==> src/rtl/demux_router_if.sv <==
// -----------------------------------------------------------------------------
// demux_router_if
// Handshake bundle for demux_router: one source stream (data/select/valid,
// ready back) and two destination channels A and B (data/valid out, ready
// in, plus occupancy).
//   slave  : seen by the router (consumes the source, drives the channels)
//   master : seen by the environment (drives the source and channel readies)
// -----------------------------------------------------------------------------
interface demux_router_if #(
   parameter int WIDTH = 8,
   parameter int DEPTH = 2
);
   logic [WIDTH-1:0]         in_data;
   logic                     in_sel;
   logic                     in_valid;
   logic                     in_ready;
   logic [WIDTH-1:0]         a_data;
   logic                     a_valid;
   logic                     a_ready;
   logic [WIDTH-1:0]         b_data;
   logic                     b_valid;
   logic                     b_ready;
   logic [$clog2(DEPTH):0]   a_count;
   logic [$clog2(DEPTH):0]   b_count;

   modport slave (
      input  in_data, in_sel, in_valid, a_ready, b_ready,
      output in_ready, a_data, a_valid, b_data, b_valid, a_count, b_count
   );

   modport master (
      output in_data, in_sel, in_valid, a_ready, b_ready,
      input  in_ready, a_data, a_valid, b_data, b_valid, a_count, b_count
   );
endinterface

==> src/rtl/demux_router.sv <==
// -----------------------------------------------------------------------------
// demux_router
// Steers one WIDTH-bit source stream into channel A (in_sel=0) or channel B
// (in_sel=1). Each channel owns a DEPTH-entry circular FIFO with its own
// valid/ready handshake, so a stalled consumer never blocks the other one.
//   clk  : rising-edge clock
//   rst  : asynchronous active-high reset (clears pointers, counts, storage)
//   bus  : demux_router_if.slave (source + channels A/B, see interface)
// Optional build macro DEMUX_ROUTER_STATS_EN adds 16-bit wrapping counters:
//   a_xfers, b_xfers : completed output handshakes per channel
//   stall_cycles     : cycles with in_valid=1 and in_ready=0
// WIDTH/DEPTH must match the parameters of the connected interface.
// -----------------------------------------------------------------------------

// One channel FIFO. Head data is read straight from storage, so a word
// written at an edge is visible the following cycle and never earlier.
module demux_router_fifo #(
   parameter int WIDTH = 8,
   parameter int DEPTH = 2
) (
   input  logic                   clk,
   input  logic                   rst,
   input  logic                   push,
   input  logic [WIDTH-1:0]       wdata,
   input  logic                   pop,
   output logic [WIDTH-1:0]       head,
   output logic [$clog2(DEPTH):0] count,
   output logic                   full
);
   localparam int PW = $clog2(DEPTH);
   localparam int CW = PW + 1;

   logic [WIDTH-1:0] mem [DEPTH];
   logic [PW-1:0]    wr_ptr;
   logic [PW-1:0]    rd_ptr;

   // NOTE: storage is deliberately included in the reset so the head reads
   // back a defined zero after reset; this is cheap only because DEPTH is tiny.
   always_ff @(posedge clk or posedge rst) begin
      if (rst) begin
         for (int i = 0; i < DEPTH; i++) mem[i] <= '0;
         wr_ptr <= '0;
         rd_ptr <= '0;
         count  <= '0;
      end else begin
         // NOTE: non-blocking assignments so every register samples pre-edge values.
         if (push) begin
            mem[wr_ptr] <= wdata;
            wr_ptr      <= wr_ptr + 1'b1;   // power-of-two depth wraps for free
         end
         if (pop) rd_ptr <= rd_ptr + 1'b1;
         case ({push, pop})
            2'b10:   count <= count + 1'b1;
            2'b01:   count <= count - 1'b1;
            default: ;                      // idle or push+pop: occupancy unchanged
         endcase
      end
   end

   assign head = mem[rd_ptr];
   assign full = (count == CW'(DEPTH));
endmodule

module demux_router #(
   parameter int WIDTH = 8,
   parameter int DEPTH = 2
) (
   input  logic               clk,
   input  logic               rst,
   demux_router_if.slave      bus
`ifdef DEMUX_ROUTER_STATS_EN
   ,
   output logic [15:0]        a_xfers,
   output logic [15:0]        b_xfers,
   output logic [15:0]        stall_cycles
`endif
);
   logic full_a, full_b;
   logic push_a, push_b;
   logic pop_a, pop_b;

   // Readiness depends only on the selected FIFO's registered full flag; a
   // same-cycle pop does not make a full channel writable.
   assign bus.in_ready = bus.in_sel ? ~full_b : ~full_a;

   assign push_a = bus.in_valid && bus.in_ready && !bus.in_sel;
   assign push_b = bus.in_valid && bus.in_ready &&  bus.in_sel;

   // Popping an empty channel is masked here, so x_ready is ignored when empty.
   assign pop_a  = bus.a_valid && bus.a_ready;
   assign pop_b  = bus.b_valid && bus.b_ready;

   assign bus.a_valid = (bus.a_count != '0);
   assign bus.b_valid = (bus.b_count != '0);

   demux_router_fifo #(.WIDTH(WIDTH), .DEPTH(DEPTH)) u_fifo_a (
      .clk   (clk),
      .rst   (rst),
      .push  (push_a),
      .wdata (bus.in_data),
      .pop   (pop_a),
      .head  (bus.a_data),
      .count (bus.a_count),
      .full  (full_a)
   );

   demux_router_fifo #(.WIDTH(WIDTH), .DEPTH(DEPTH)) u_fifo_b (
      .clk   (clk),
      .rst   (rst),
      .push  (push_b),
      .wdata (bus.in_data),
      .pop   (pop_b),
      .head  (bus.b_data),
      .count (bus.b_count),
      .full  (full_b)
   );

`ifdef DEMUX_ROUTER_STATS_EN
   // Free-running 16-bit counters; natural overflow gives the 0xFFFF->0 wrap.
   always_ff @(posedge clk or posedge rst) begin
      if (rst) begin
         a_xfers      <= '0;
         b_xfers      <= '0;
         stall_cycles <= '0;
      end else begin
         if (pop_a) a_xfers <= a_xfers + 16'd1;
         if (pop_b) b_xfers <= b_xfers + 16'd1;
         if (bus.in_valid && !bus.in_ready) stall_cycles <= stall_cycles + 16'd1;
      end
   end
`endif
endmodule

==> src/flat_wrapper.sv <==
// flat-port wrapper written by rule: the top's interface ports become plain ports
module demux_router_flat 
#(
   parameter int WIDTH = 8,
   parameter int DEPTH = 2
)
  (clk, rst, bus_in_data, bus_in_sel, bus_in_valid, bus_a_ready, bus_b_ready, bus_in_ready, bus_a_data, bus_a_valid, bus_b_data, bus_b_valid, bus_a_count, bus_b_count);
  demux_router_if #(.WIDTH(WIDTH), .DEPTH(DEPTH)) bus_i ();
  input  logic clk;
  input  logic rst;
  input wire logic [$bits(bus_i.in_data)-1:0] bus_in_data;
  input wire logic [$bits(bus_i.in_sel)-1:0] bus_in_sel;
  input wire logic [$bits(bus_i.in_valid)-1:0] bus_in_valid;
  input wire logic [$bits(bus_i.a_ready)-1:0] bus_a_ready;
  input wire logic [$bits(bus_i.b_ready)-1:0] bus_b_ready;
  output wire logic [$bits(bus_i.in_ready)-1:0] bus_in_ready;
  output wire logic [$bits(bus_i.a_data)-1:0] bus_a_data;
  output wire logic [$bits(bus_i.a_valid)-1:0] bus_a_valid;
  output wire logic [$bits(bus_i.b_data)-1:0] bus_b_data;
  output wire logic [$bits(bus_i.b_valid)-1:0] bus_b_valid;
  output wire logic [$bits(bus_i.a_count)-1:0] bus_a_count;
  output wire logic [$bits(bus_i.b_count)-1:0] bus_b_count;
  assign bus_i.in_data = bus_in_data;
  assign bus_i.in_sel = bus_in_sel;
  assign bus_i.in_valid = bus_in_valid;
  assign bus_i.a_ready = bus_a_ready;
  assign bus_i.b_ready = bus_b_ready;
  assign bus_in_ready = bus_i.in_ready;
  assign bus_a_data = bus_i.a_data;
  assign bus_a_valid = bus_i.a_valid;
  assign bus_b_data = bus_i.b_data;
  assign bus_b_valid = bus_i.b_valid;
  assign bus_a_count = bus_i.a_count;
  assign bus_b_count = bus_i.b_count;
  demux_router #(.WIDTH(WIDTH), .DEPTH(DEPTH)) u_core (.clk(clk), .rst(rst), .bus(bus_i));
endmodule
==> config.mk <==
export PLATFORM = sky130hd
export DESIGN_NAME = demux_router_flat
export DESIGN_NICKNAME = d
export VERILOG_FILES = /design/src/rtl/demux_router_if.sv /design/src/rtl/demux_router.sv /design/src/flat_wrapper.sv
export SDC_FILE = /design/constraint.sdc
export NUM_CORES = 1
export LEC_CHECK = 0
export BUFFER_PORTS_ARGS = -buffer_cell sky130_fd_sc_hd__buf_2
export CORE_MARGIN = 1
export CORE_UTILIZATION = 57
export CTS_CLUSTER_DIAMETER = 200
export CTS_CLUSTER_SIZE = 40
export DETAILED_ROUTE_END_ITERATION = 8
export GPL_TIMING_DRIVEN = 0
export PLACE_DENSITY = 0.82
export SYNTH_ARGS = -nofsm -noshare
export SYNTH_HDL_FRONTEND = slang
export SYNTH_HIERARCHICAL = 1
export SYNTH_SLANG_ARGS = --single-unit
==> constraint.sdc <==
create_clock -name clk -period 3.63 [get_ports clk]
set_clock_uncertainty 0.15 [all_clocks]
set_input_delay 0.726 -clock clk [delete_from_list [all_inputs] [get_ports clk]]
set_output_delay 0.726 -clock clk [all_outputs]
set_load 0.02 [all_outputs]
==> summary.md <==
| Metric | Value |
|---|---|
| Period utilization | 0.636 |
| Largest net degree at the start of global routing | 21 |
| DP Wirelength | 2290 µm |
| Failing checks | DRC |
| Pwr Density | 1030 mW/mm² |
| DRC violation total after the first TritonRoute iteration | 10 |
| CTS Buf Count | 5 |
| Max Freq | 433 MHz |
| Share of post-route cells with drive strength above 1 | 0.604 |
| Area after DPL | 0.00201 mm² |
| Seq cells post-synth | 40 |
| Commonest non-fill, non-tap cell in the layout | mux2_2 |
| Critical Path End Type | output port |
| Average wire per standard cell | 15.8 µm |
| Final Total Pwr | 2.17 mW |
| TritonCTS clock tree | done |
| Fillers | 210 |
| Worst Setup SP | u_core/u_fifo_a/rd_ptr |
| ANT cells | 0 |
| Place WS | 1.27 ns |
| CP dominant cell by count | buf_2 |
| P&R area growth vs syn | 17.7% |
| Initial antenna violation count | 0 |
| CP Data Required Time | 2.75 ns |
| Unrepaired setup endpoints after global routing | false |
| Clock root cell | clkbuf_4 |
| Vias | 1071 |
| PortBufs | 36 |
| Overflow after GRT | 0 |
| Count of final hold-check violations | 0 |
| Cell variety after synth | 17 |
| Crit-path cells | buf_2 > mux2_2 > buf_2 |
| Num ports | 37 |
| Clock share of power | 0.160 |
| Final setup TNS | 0 ns |
| Placed insts | 188 |
| Hold-fix buffers, CTS | 0 |
| CP max stage delay | 0.37 ns |
| Worst IR Drop VDD | 0.000546 V |
| DRT Pass-1 Iters | 5 |
| Minimum clock period | 2.31 ns |
| Leakage | 0.975 nW |
| Cell Int Power | 1.38 mW |
| Core ar. | 0.00285 mm² |
| Critical path peak fanout | 9 |
| Overall die area | 0.00336 mm² |
| Ranking of synthesized cells by area | dfrtp_1 (56%), mux2_2 (30%), xor2_1 (2.9%), xnor2_1 (2.0%), ha_1 (1.4%) |
| Std cell rows | 19 |
| Kind of start point of the critical path | flop |
| Post-synth top area cell | dfrtp_1 |
| Nets@finish | 180 |
| Final setup fails | 0 |
| CP max stage cell | mux2_2 |
| Highest-count cells in the layout ignoring fill and taps | mux2_2 (48), dfrtp_1 (40), buf_2 (38), xor2_1 (6), clkbuf_4 (5) |
| Worst Hold Slack | 0.340 ns |
| Post-route DRC | 2 |
| Sw frac | 0.364 |
| Non-Filler Instances | 195 |
| Post-synthesis sequential area ratio | 0.560 |
| Top cell type's share of synthesized area | 0.560 |
| Final setup margin | 1.32 ns |
| Final ANT Viol Nets | 0 |
| Max cap viols | 0 |
| Crit Path Class | flop to output port |
| Combinational power share | 0.463 |
| Layout Utilization | 0.738 |
| Resize count post-CTS | 0 |
| Net Sw Power | 790 µW |
| Die height | 58.0 µm |
| Clock Pin Slew Worst Setup and Hold Paths | 0.11 ns |
| Setup repair bufs after CTS | 0 |
| Design Area, Final | 0.00210 mm² |
| Rel. slew slack | 0.505 |
| Vias in the first global route | 1137 |
| Total GRT Usage | 0.215 |
| Cells after Synth | 121 |
| Worst min path class | input port to asynchronous set/reset pin |
| Drt via density | 5.49 |
| R2R Path Start | u_core/u_fifo_a/count[1] |
| Worst Path Arrival | 1.43 ns |
| Mapped Nets | 137 |
| Htree depth | 2 |
| Clock network latency to the later pin of the worst-skew pair | 0.34 ns |
| CTS Buffer Depth | 2 |
| Die Wd | 58.0 µm |
| Reg power frac | 0.376 |
| GP Congestion | 0.705 |
| Yosys Warn Count | 6 |
| Status | complete, but fails checks |
| Drt total wl | 3070 µm |
| Initial Utilization | 0.627 |
| Tightest Pin Transition | 0.742 ns |
| Synthesized area | 0.00179 mm² |
| Max Transition Viols Final | 0 |
| CTS Sinks | 40 |
| Global-route wire length before repair | 5120 µm |
| Mean area per synthesized cell | 14.8 µm² |
==> path summary, 6_finish.rpt <==
path | end | slack [ns] | depth (start not counted)
max | bus_a_data[5] | 1.32 | 3
min | u_core/u_fifo_b/mem[0] | 0.34 | 2
max reg2reg | u_core/u_fifo_a/mem[13] | 1.51 | 5
min reg2reg | u_core/u_fifo_b/mem[3] | 0.36 | 1
max in group asynchronous | u_core/u_fifo_a/mem[4] | 2.52 | 2
min in group clk | u_core/u_fifo_b/mem[3] | 0.36 | 1
==> logic make-up (layout without fill, tap and decap cells) <==
kind of cell	Yosys count	after routing	share of synthesized area
DFF	40	40	0.560
AOI/OAI and AO/OA	2	2	0.00840
muxes	49	49	0.308
buffers and inverters	6	49	0.0140
and+or+nand+nor	12	12	0.0469
adders and majority gates	2	2	0.0140
xor gates and xnor gates	10	10	0.0490
==> layer usage <==
| layer | GRT usage | part of all wire | wire (µm) |
|---|---|---|---|
| met1 | 0.259 | 0.42 | 1300 |
| met2 | 0.358 | 0.52 | 1580 |
| met3 | 0.0826 | 0.046 | 140 |
| met4 | 0.0714 | 0.014 | 44 |
| met5 | 0 | 0 | 0 |
==> state kept, by name, summed over array words and instances, names as in the netlist <==
register,cells
u_core/u_fifo_a/wr_ptr,1
u_core/u_fifo_a/rd_ptr,1
u_core/u_fifo_b/wr_ptr,1
u_core/u_fifo_a/count,2
u_core/u_fifo_b/mem,16
u_core/u_fifo_b/count,2
u_core/u_fifo_a/mem,16
u_core/u_fifo_b/rd_ptr,1
==> synth_stat cells, drive strengths merged <==
cell type	number
and3b	1
buf	2
xnor2	4
nor2	4
xor2	6
nor2b	2
nor3b	1
mux2	48
ha	2
mux2i	1
dfrtp	40
inv	4
o21a	2
nand2	2
or2	2
==> critical path, delay by kind of cell, from the launching register on <==
| kind | cells | cell delay, ns |
|---|---|---|
| buffers and inverters | 2 | 0.39 |
| muxes | 1 | 0.37 |
| DFF | 1 | 0.33 |
==> power by group through the flow <==
| stage | sequential [mW] | clock [mW] | combinational, mW |
|---|---|---|---|
| 6_report | 0.816 | 0.348 | 1.00 |
| 3_5_place_dp | 0.828 | 0 | 1.01 |
| 5_1_grt | 0.848 | 0.373 | 1.08 |
| 4_1_cts | 0.818 | 0.356 | 1.02 |
| 3_3_place_gp | 0.801 | 0 | 0.983 |
| 2_1_floorplan | 0.814 | 0 | 0.744 |
==> cell type report <==
class,count,area (µm²),area share
repair buffers,36,180,0.0856
flip-flops and latches,40,1000,0.476
clock buffers,5,37.5,0.0178
multi-input cells,75,762,0.362
plain buffers,2,10.0,0.00476
well taps,31,38.8,0.0184
inverters,4,15.0,0.00713
clock inverters,2,60.1,0.0285
No activity file was read; power rests on OpenSTA's default activity.
